### config.mk
export PLATFORM = sky130hd
export DESIGN_NAME = imm_encoder
export DESIGN_NICKNAME = d
export VERILOG_FILES = /design/src/rtl/imm_encoder.sv
export SDC_FILE = /design/constraint.sdc
export NUM_CORES = 1
export LEC_CHECK = 0
export BUFFER_PORTS_ARGS = -buffer_cell sky130_fd_sc_hd__buf_2
export CAP_MARGIN = 20
export CORE_ASPECT_RATIO = 1.4
export CORE_MARGIN = 2
export CORE_UTILIZATION = 60
export DETAILED_ROUTE_END_ITERATION = 8
export PLACE_DENSITY = 0.83
export SYNTH_ARGS = -nofsm -noshare
export SYNTH_HDL_FRONTEND = slang
export SYNTH_SLANG_ARGS = --single-unit
### constraint.sdc
create_clock -name clk -period 4.9 [get_ports clk]
set_input_delay 0.98 -clock clk [delete_from_list [all_inputs] [get_ports clk]]
set_output_delay 0.98 -clock clk [all_outputs]
set_load 0.05 [all_outputs]
### src/rtl/imm_encoder.sv
// imm_encoder
// Streaming immediate packer. Each accepted request scatters a 32-bit
// immediate into the bit positions of one IcyRisc immediate format
// (I/S/B/U/J) on top of a base instruction word. The result is queued in a
// DEPTH-entry FIFO behind a valid/ready handshake. Every output is
// registered, so there is no combinational path from any input to any output.
//
// Optional feature macro: IMM_ENC_CHECK_EN
//   defined   - representability checks are built. Each FIFO entry carries
//               an error bit, and err_cnt counts erroneous pushes.
//   undefined - no check logic is built and entries are 32 bits wide.
//               out_err and err_cnt read as zero.
//
// Ports
//   clk        sole clock, rising edge
//   rst_n      asynchronous active-low reset
//   flush      synchronous clear of FIFO contents (err_cnt is kept)
//   in_valid   request valid
//   in_ready   FIFO not full (registered)
//   imm_ctrl   format: 0=I 1=S 2=B 3=U 4=J, 5..7 illegal
//   imm        immediate value
//   base       instruction word supplying all non-immediate bits
//   out_valid  FIFO non-empty (registered)
//   out_ready  consumer accepts the head entry
//   instr      packed instruction at the FIFO head (registered)
//   out_err    head entry was not representable (registered)
//   level      current occupancy
//   err_cnt    saturating count of erroneous pushes
module imm_encoder #(
    parameter int DEPTH = 4
) (
    input  logic                       clk,
    input  logic                       rst_n,
    input  logic                       flush,
    input  logic                       in_valid,
    output logic                       in_ready,
    input  logic [2:0]                 imm_ctrl,
    input  logic [31:0]                imm,
    input  logic [31:0]                base,
    output logic                       out_valid,
    input  logic                       out_ready,
    output logic [31:0]                instr,
    output logic                       out_err,
    output logic [$clog2(DEPTH):0]     level,
    output logic [15:0]                err_cnt
);

    localparam int AW = $clog2(DEPTH);
    localparam int LW = AW + 1;
`ifdef IMM_ENC_CHECK_EN
    localparam int EW = 33;
`else
    localparam int EW = 32;
`endif
    localparam logic [AW-1:0] PTR_ONE   = AW'(1);
    localparam logic [LW-1:0] LEVEL_MAX = LW'(DEPTH);

    // Scatter the immediate into the format's positions; other bits come from base.
    function automatic logic [31:0] pack_imm(input logic [2:0] ctrl,
                                             input logic [31:0] v,
                                             input logic [31:0] b);
        logic [31:0] r;
        r = b;
        case (ctrl)
            3'd0: r[31:20] = v[11:0];
            3'd1: begin
                r[31:25] = v[11:5];
                r[11:7]  = v[4:0];
            end
            3'd2: begin
                r[31]    = v[11];
                r[7]     = v[10];
                r[30:25] = v[9:4];
                r[11:8]  = v[3:0];
            end
            3'd3: r[31:12] = v[31:12];
            3'd4: begin
                r[31]    = v[19];
                r[19:12] = v[18:11];
                r[20]    = v[10];
                r[30:21] = v[9:0];
            end
            default: r = b;
        endcase
        return r;
    endfunction

`ifdef IMM_ENC_CHECK_EN
    // True when the immediate cannot be recovered exactly by the decoder.
    function automatic logic imm_bad(input logic [2:0] ctrl, input logic [31:0] v);
        logic bad;
        case (ctrl)
            3'd0, 3'd1, 3'd2: bad = !((v[31:11] == 21'h000000) || (v[31:11] == 21'h1FFFFF));
            3'd3:             bad = (v[11:0] != 12'h000);
            3'd4:             bad = !((v[31:19] == 13'h0000) || (v[31:19] == 13'h1FFF));
            default:          bad = 1'b1;
        endcase
        return bad;
    endfunction
`endif

    logic [EW-1:0] mem [DEPTH];
    logic [EW-1:0] entry_s;
    logic [EW-1:0] head_r;
    logic [EW-1:0] head_nxt_s;
    logic [AW-1:0] wr_r;
    logic [AW-1:0] rd_r;
    logic [AW-1:0] wr_nxt_s;
    logic [AW-1:0] rd_nxt_s;
    logic [LW-1:0] level_r;
    logic [LW-1:0] level_nxt_s;
    logic          in_ready_r;
    logic          out_valid_r;
    logic          push_s;
    logic          pop_s;

    // Build the FIFO entry for the current request.
    always_comb begin
`ifdef IMM_ENC_CHECK_EN
        entry_s = {imm_bad(imm_ctrl, imm), pack_imm(imm_ctrl, imm, base)};
`else
        entry_s = pack_imm(imm_ctrl, imm, base);
`endif
    end

    // Handshakes and next-state values for pointers, occupancy and head.
    always_comb begin
        push_s      = in_valid && in_ready_r;
        pop_s       = out_valid_r && out_ready;
        level_nxt_s = level_r + LW'(push_s) - LW'(pop_s);
        if (push_s) begin
            wr_nxt_s = wr_r + PTR_ONE;
        end else begin
            wr_nxt_s = wr_r;
        end
        if (pop_s) begin
            rd_nxt_s = rd_r + PTR_ONE;
        end else begin
            rd_nxt_s = rd_r;
        end
        // The next head is either the entry written this cycle (it lands
        // exactly at the new read pointer) or what memory already holds there.
        if (level_nxt_s == '0) begin
            head_nxt_s = '0;
        end else if (push_s && (wr_r == rd_nxt_s)) begin
            head_nxt_s = entry_s;
        end else begin
            head_nxt_s = mem[rd_nxt_s];
        end
    end

    // Entry storage; a push in a flush cycle is discarded.
    always_ff @(posedge clk) begin
        if (push_s && !flush) begin
            mem[wr_r] <= entry_s;
        end
    end

    // Pointer, occupancy, handshake and head registers.
    always_ff @(posedge clk or negedge rst_n) begin
        if (!rst_n) begin
            wr_r        <= '0;
            rd_r        <= '0;
            level_r     <= '0;
            in_ready_r  <= 1'b1;
            out_valid_r <= 1'b0;
            head_r      <= '0;
        end else if (flush) begin
            wr_r        <= '0;
            rd_r        <= '0;
            level_r     <= '0;
            in_ready_r  <= 1'b1;
            out_valid_r <= 1'b0;
            head_r      <= '0;
        end else begin
            wr_r        <= wr_nxt_s;
            rd_r        <= rd_nxt_s;
            level_r     <= level_nxt_s;
            in_ready_r  <= (level_nxt_s < LEVEL_MAX);
            out_valid_r <= (level_nxt_s != '0);
            head_r      <= head_nxt_s;
        end
    end

`ifdef IMM_ENC_CHECK_EN
    logic [15:0] err_cnt_r;

    // Saturating error counter; only reset clears it.
    always_ff @(posedge clk or negedge rst_n) begin
        if (!rst_n) begin
            err_cnt_r <= 16'h0000;
        end else if (push_s && !flush && entry_s[32] && (err_cnt_r != 16'hFFFF)) begin
            err_cnt_r <= err_cnt_r + 16'h0001;
        end
    end

    assign out_err = head_r[32];
    assign err_cnt = err_cnt_r;
`else
    assign out_err = 1'b0;
    assign err_cnt = 16'h0000;
`endif

    assign instr     = head_r[31:0];
    assign in_ready  = in_ready_r;
    assign out_valid = out_valid_r;
    assign level     = level_r;

endmodule

---- Word-level counts from Yosys, hierarchy flattened ----
Memories as Yosys holds them, arrays and structs flattened.
Index checks and enable logic that the tools add are counted.
Widths: inputs -> output; s select.
word-level totals
  bits in registers ....................... 41
  bits in writable memories ............... 128
  output and inout port bits .............. 54
  logic and storage cells ................. 43
  memories ................................ 1
memories
  memory  words  width  rd ports  clocked after memory_dff  write ports  RTL line  RTL
  mem     4      32     1         0                         1            102       logic [EW-1:0] mem [DEPTH];
cells by class
  add/subtract/negate cells ............... 4
  $lt $le $gt $ge ......................... 1
  eq/ne operators ......................... 5
  muxes and demuxes ....................... 16
  reduce and logical (&&, ||, !) cells .... 10
operators with widths
  kind                 count
  $mux 32              3
  $pmux 7 s4           1
  $pmux 8 s2           1
  $pmux 5 s3           1
  $pmux 5 s2           1
  $mux 2               4
  $eq 3x2->1 const B   2
  $logic_not 3->1      2
  $add 2x1->2 const B  2
  $logic_and 1x1->1    4
  $mux 1               4
  $add 3x1->3          1
  $eq 3x1->1 const B   1
  $eq 3x3->1 const B   1
  $lt 3x3->1 const B   1
  $mux 3               1
  $reduce_bool 3->1    1
  $sub 3x1->3          1
  $eq 2x2->1           1
  $reduce_bool 2->1    1
  $reduce_or 2->1      1
  $logic_not 1->1      1

---- Logic depth before layout (Yosys ltp) ----
  word-level depth ........................ 7
  mapped depth ............................ 16

---- Worst setup path after synthesis ----
No wires, ideal clock.
  kind .................................... in2reg
  start ................................... in out_ready
  end ..................................... reg head_r[10] (netlist: instr[10])
  setup time .............................. 0.136 ns
  arrival ................................. 3.556 ns
  data required time ...................... 4.764 ns
  setup slack ............................. 1.207 ns
  stages on the path ...................... 15
  path buffers ............................ 4
  cells stage by stage .................... nand2_1 inv_1 buf_2 buf_1 ha_1 inv_1 ha_1 inv_1 fa_1 xor2_1 xnor2_1 a31o_2 clkbuf_1 clkbuf_1 a21oi_1
between the ends
  cells in the longest elaborated chain, start to end .. 7
  elaborated cells on any way between the ends .. 10
  classes of those cells .................. add/sub: 1; eq/ne: 1; mux: 4; reduce/logical: 3; memory: 1
ends and longest elaborated chain
  item                                                 RTL line  RTL
  start: declaration                                   41        input logic out_ready,
  $logic_and 1x1->1 (*)                                129       pop_s = out_valid_r && out_ready;
  branches (longest 4 deep; another with $sub 3x1->3)  -
  $mux 32 (*)                                          143       if (level_nxt_s == '0) begin
  $mux 32 (*)                                          168       end else if (flush) begin
  end signal: assignment                               181       head_r <= head_nxt_s;
  end: declaration                                     104       logic [EW-1:0] head_r;
Mark *: on every way between the ends.
A chain may end at the register's enable or synchronous reset.

---- Final worst setup path ----
  start ................................... in in_valid
  end ..................................... reg head_r[30] (netlist: instr[30])
between the ends
  cells in the longest elaborated chain, start to end .. 6
  elaborated cells on any way between the ends .. 8
  classes of those cells .................. add/sub: 2; mux: 3; reduce/logical: 3
ends and longest elaborated chain
  item                   RTL line  RTL
  start: declaration     35        input logic in_valid,
  $logic_and 1x1->1 (*)  128       push_s = in_valid && in_ready_r;
  $add 3x1->3            130       level_nxt_s = level_r + LW'(push_s) - LW'(pop_s);
  $sub 3x1->3            130
  $logic_not 3->1        143
  $mux 32 (*)            143
  $mux 32 (*)            168
Every way passes the cells marked *; elsewhere a longest branch is shown, timed or not.

==> results.sh <==
export IMPL_outcome="completed"
export IMPL_drv_cap=0
export IMPL_vias=6916
export IMPL_synth_seq_cells=169
export IMPL_synth_compound_area_share_pct=18.0
export IMPL_grtUsageTotal_pct=29.8
export IMPL_path_delay_family="adder cells"
export IMPL_cp_slowest_cell="fa_1"
export IMPL_synth_top_family_by_area="compound AO/OA/AOI/OAI gates"
export IMPL_setup_viol=0
export IMPL_drv_slew=0
export IMPL_clockRootBuffer="clkbuf_16"
export IMPL_drc_errors=0
export IMPL_fin_skew_ns=0.0140
export IMPL_leakage_nw=3.57
export IMPL_start_kind="input port"
export IMPL_place_congestion=0.889
export IMPL_ys_seq_area_share_pct=57.3
export IMPL_cp_common_cell="inv_1"
export IMPL_synth_xor_area_share_pct=0.515
export IMPL_first_global_vias=6828
export IMPL_core_area_um2=13900
export IMPL_synth_cells=756
export IMPL_diodes=0
export IMPL_cts_tree="done"
export IMPL_fillCellCount=967
export IMPL_drtPass1Iterations=5
export IMPL_die_width_um=105
export IMPL_synthTopCellsByArea="edfxtp_1, dfrtp_1, mux2_2, o21ai_0, nor3_1"
export IMPL_portBuffers=108
export IMPL_postLayoutCoreUtil_pct=69.2
export IMPL_crit_buf_inv=4
export IMPL_clock_latency_ns=0.42
export IMPL_syn_area_um2=8510
export IMPL_clock_fmax_mhz=320
export IMPL_drive_above_1_share_pct=24.4
export IMPL_synth_commonest_cells="edfxtp_1, o21ai_0, nor3_1"
export IMPL_yosys_area_share_simple_pct=11.8
export IMPL_num_rows=51
export IMPL_routed_wl_um=22400
export IMPL_yosysWarnings=0
export IMPL_die_area_um2=15200
export IMPL_cts_buffers_inserted=17
export IMPL_fin_hold_ws_ns=0.449
export IMPL_crit_path_cell_trace="buf_2 -> nand2_1 -> ha_1 -> inv_1 -> ha_1 -> inv_1 -> fa_1 -> xor2_1 -> xnor2_1 -> a31o_2 -> inv_1 -> o21ai_0 -> a21oi_1"
export IMPL_avgSynthCellArea_um2=11.3
export IMPL_yosys_area_share_adder_pct=1.12
export IMPL_synth_top_area_share_pct=45.2
export IMPL_wl_per_cell_um=21.8
export IMPL_drtIter0Drc=712
export IMPL_p_per_area_nw_per_um2=511
export IMPL_synth_edff_count=128
export IMPL_worst_ir_drop_vdd_uv=316
export IMPL_ant_nets=0
export IMPL_tns_ns=0
export IMPL_rsz0062_at_grt="false"
export IMPL_synth_cell_type_count=50
export IMPL_regArea_um2=4870
export IMPL_r2r_slack_ns=1.88
export IMPL_vias_per_cell=6.74
export IMPL_clockBufferDepth=2
export IMPL_max_stage_delay_ns=0.41
export IMPL_worst_setup_path_type="input port to register"
export IMPL_place_inst=993
export IMPL_area_growth_pct=13.2
export IMPL_yosys_area_top_type="edfxtp_1"
export IMPL_nets=907
export IMPL_crit_path_end_kind="register"
export IMPL_dp_hpwl_um=13000
export IMPL_instances_no_fill=1026
export IMPL_gr_total_overflow=0
export IMPL_die_h_um=145
export IMPL_cts_setup_buffers=0
export IMPL_post_route_period_util_pct=63.8
export IMPL_arrival_ns=3.35
export IMPL_crit_fanout=11
export IMPL_grt_pass1_wl_um=34900
export IMPL_synth_main_ff_cell="edfxtp_1"
export IMPL_htree_levels=4
export IMPL_synth_most_common_cell="edfxtp_1"
export IMPL_cts_clk_slew_worst_paths_ns=0.07
export IMPL_start_util_pct=61.1
export IMPL_final_min_clock_period_ns=3.13
export IMPL_synthMuxAreaShare_pct=5.90
export IMPL_slew_headroom_pct=30.9
export IMPL_crit_required_ns=5.13
export IMPL_antenna_found_initial=0
export IMPL_multi_input_area_um2=3250
export IMPL_async_flop_share_pct=24.3
export IMPL_hold_viol=0
export IMPL_io_pins=126
export IMPL_clkSinkCount=169
export IMPL_cts_hold_buf=0
export IMPL_worstMarginPinSlew_ns=1.03
export IMPL_hold_path_class="input port to asynchronous set/reset pin"
export IMPL_grt_max_degree=69
export IMPL_post_cts_resized=0
## cells in the final DEF, fill, tap and decap left out, types with 3 or more instances in the layout
cell          n
nor2b_1      16
a21oi_1      37
inv_6         3
a211oi_1      6
buf_2       108
o221ai_1     27
mux2_2       37
xnor2_1       4
ha_1          6
a221oi_1     11
nor3b_1      10
buf_4        13
nand3_1      38
o311a_1       8
o22ai_1      29
o22a_1       10
conb_1       17
nor3_1       63
dfrtp_1      39
edfxtp_1    128
nor2_1       20
clkinv_4      3
o21ai_0      77
clkbuf_16    17
a21o_1        9
inv_1         8
a221o_1       3
a21boi_0      4
mux2i_1       7
and2_1        4
clkinvlp_4    4
o221a_2       4
nand2_1      40
## sequential cells by signal, indices dropped and copies added, names as in the netlist
register,count
mem,128
instr,32
level,3
rd_r,2
wr_r,2
in_ready,1
out_valid,1
## where the power goes
group	switching [mW]	leakage, nW	internal, mW
clock network	0.557	0.258	0.704
registers	0.0847	1.70	1.74
logic	1.31	1.61	0.523
## metrics by stage
stage / setup WS [ns] / power (mW) / cell area (um2)
after floorplan: 1.21 / 3.14 / 8570
after global placement: 1.52 / 3.51 / 9030
after detailed placement: 1.40 / 3.62 / 9050
after CTS: 1.80 / 4.89 / 9610
after global routing: 1.61 / 5.10 / 9630
final: 1.77 / 4.92 / 9630
## per-layer routing
layer	global-route usage (%)	vias to the layer above	wire, um
li1	-	3018	-
met1	35.7	3309	8090
met2	51.8	511	11300
met3	6.14	78	2160
met4	14.2	0	795
met5	0	-	0
## logic make-up (layout without fill, tap and decap cells)
group                      count (synthesis)  in the layout
AOI/OAI and AO/OA                        231            231
adders and majority gates                  7              7
DFF                                      169            169
other                                      1             17
muxes                                     45             45
xor gates and xnor gates                   5              5
and+or+nand+nor                          202            202
buffers and inverters                     96            165
## final cells by class
| class | count | area share [%] |
|---|---|---|
| Multi-Input combinational cell | 507 | 33.7 |
| Sequential cell | 169 | 50.6 |
| Clock inverter | 13 | 1.26 |
| Inverter | 10 | 0.390 |
| Timing Repair Buffer | 123 | 7.12 |
| Tap cell | 185 | 2.40 |
| Clock buffer | 19 | 4.50 |
## final timing paths
check | cells past startpoint | from | to
worst min-delay path | 1 | rst_n | instr[11]$_DFF_PN0_
worst min register to register | 2 | in_ready$_DFF_PN1_ | wr_r[1]$_DFFE_PN0P_
max in group asynchronous | 2 | rst_n | in_ready$_DFF_PN1_
worst max-delay path | 13 | in_valid | instr[30]$_DFF_PN0_
worst max register to register | 12 | in_ready$_DFF_PN1_ | instr[30]$_DFF_PN0_
min in group clk | 2 | in_ready$_DFF_PN1_ | wr_r[1]$_DFFE_PN0P_
Power figures use the tool's default switching activity.
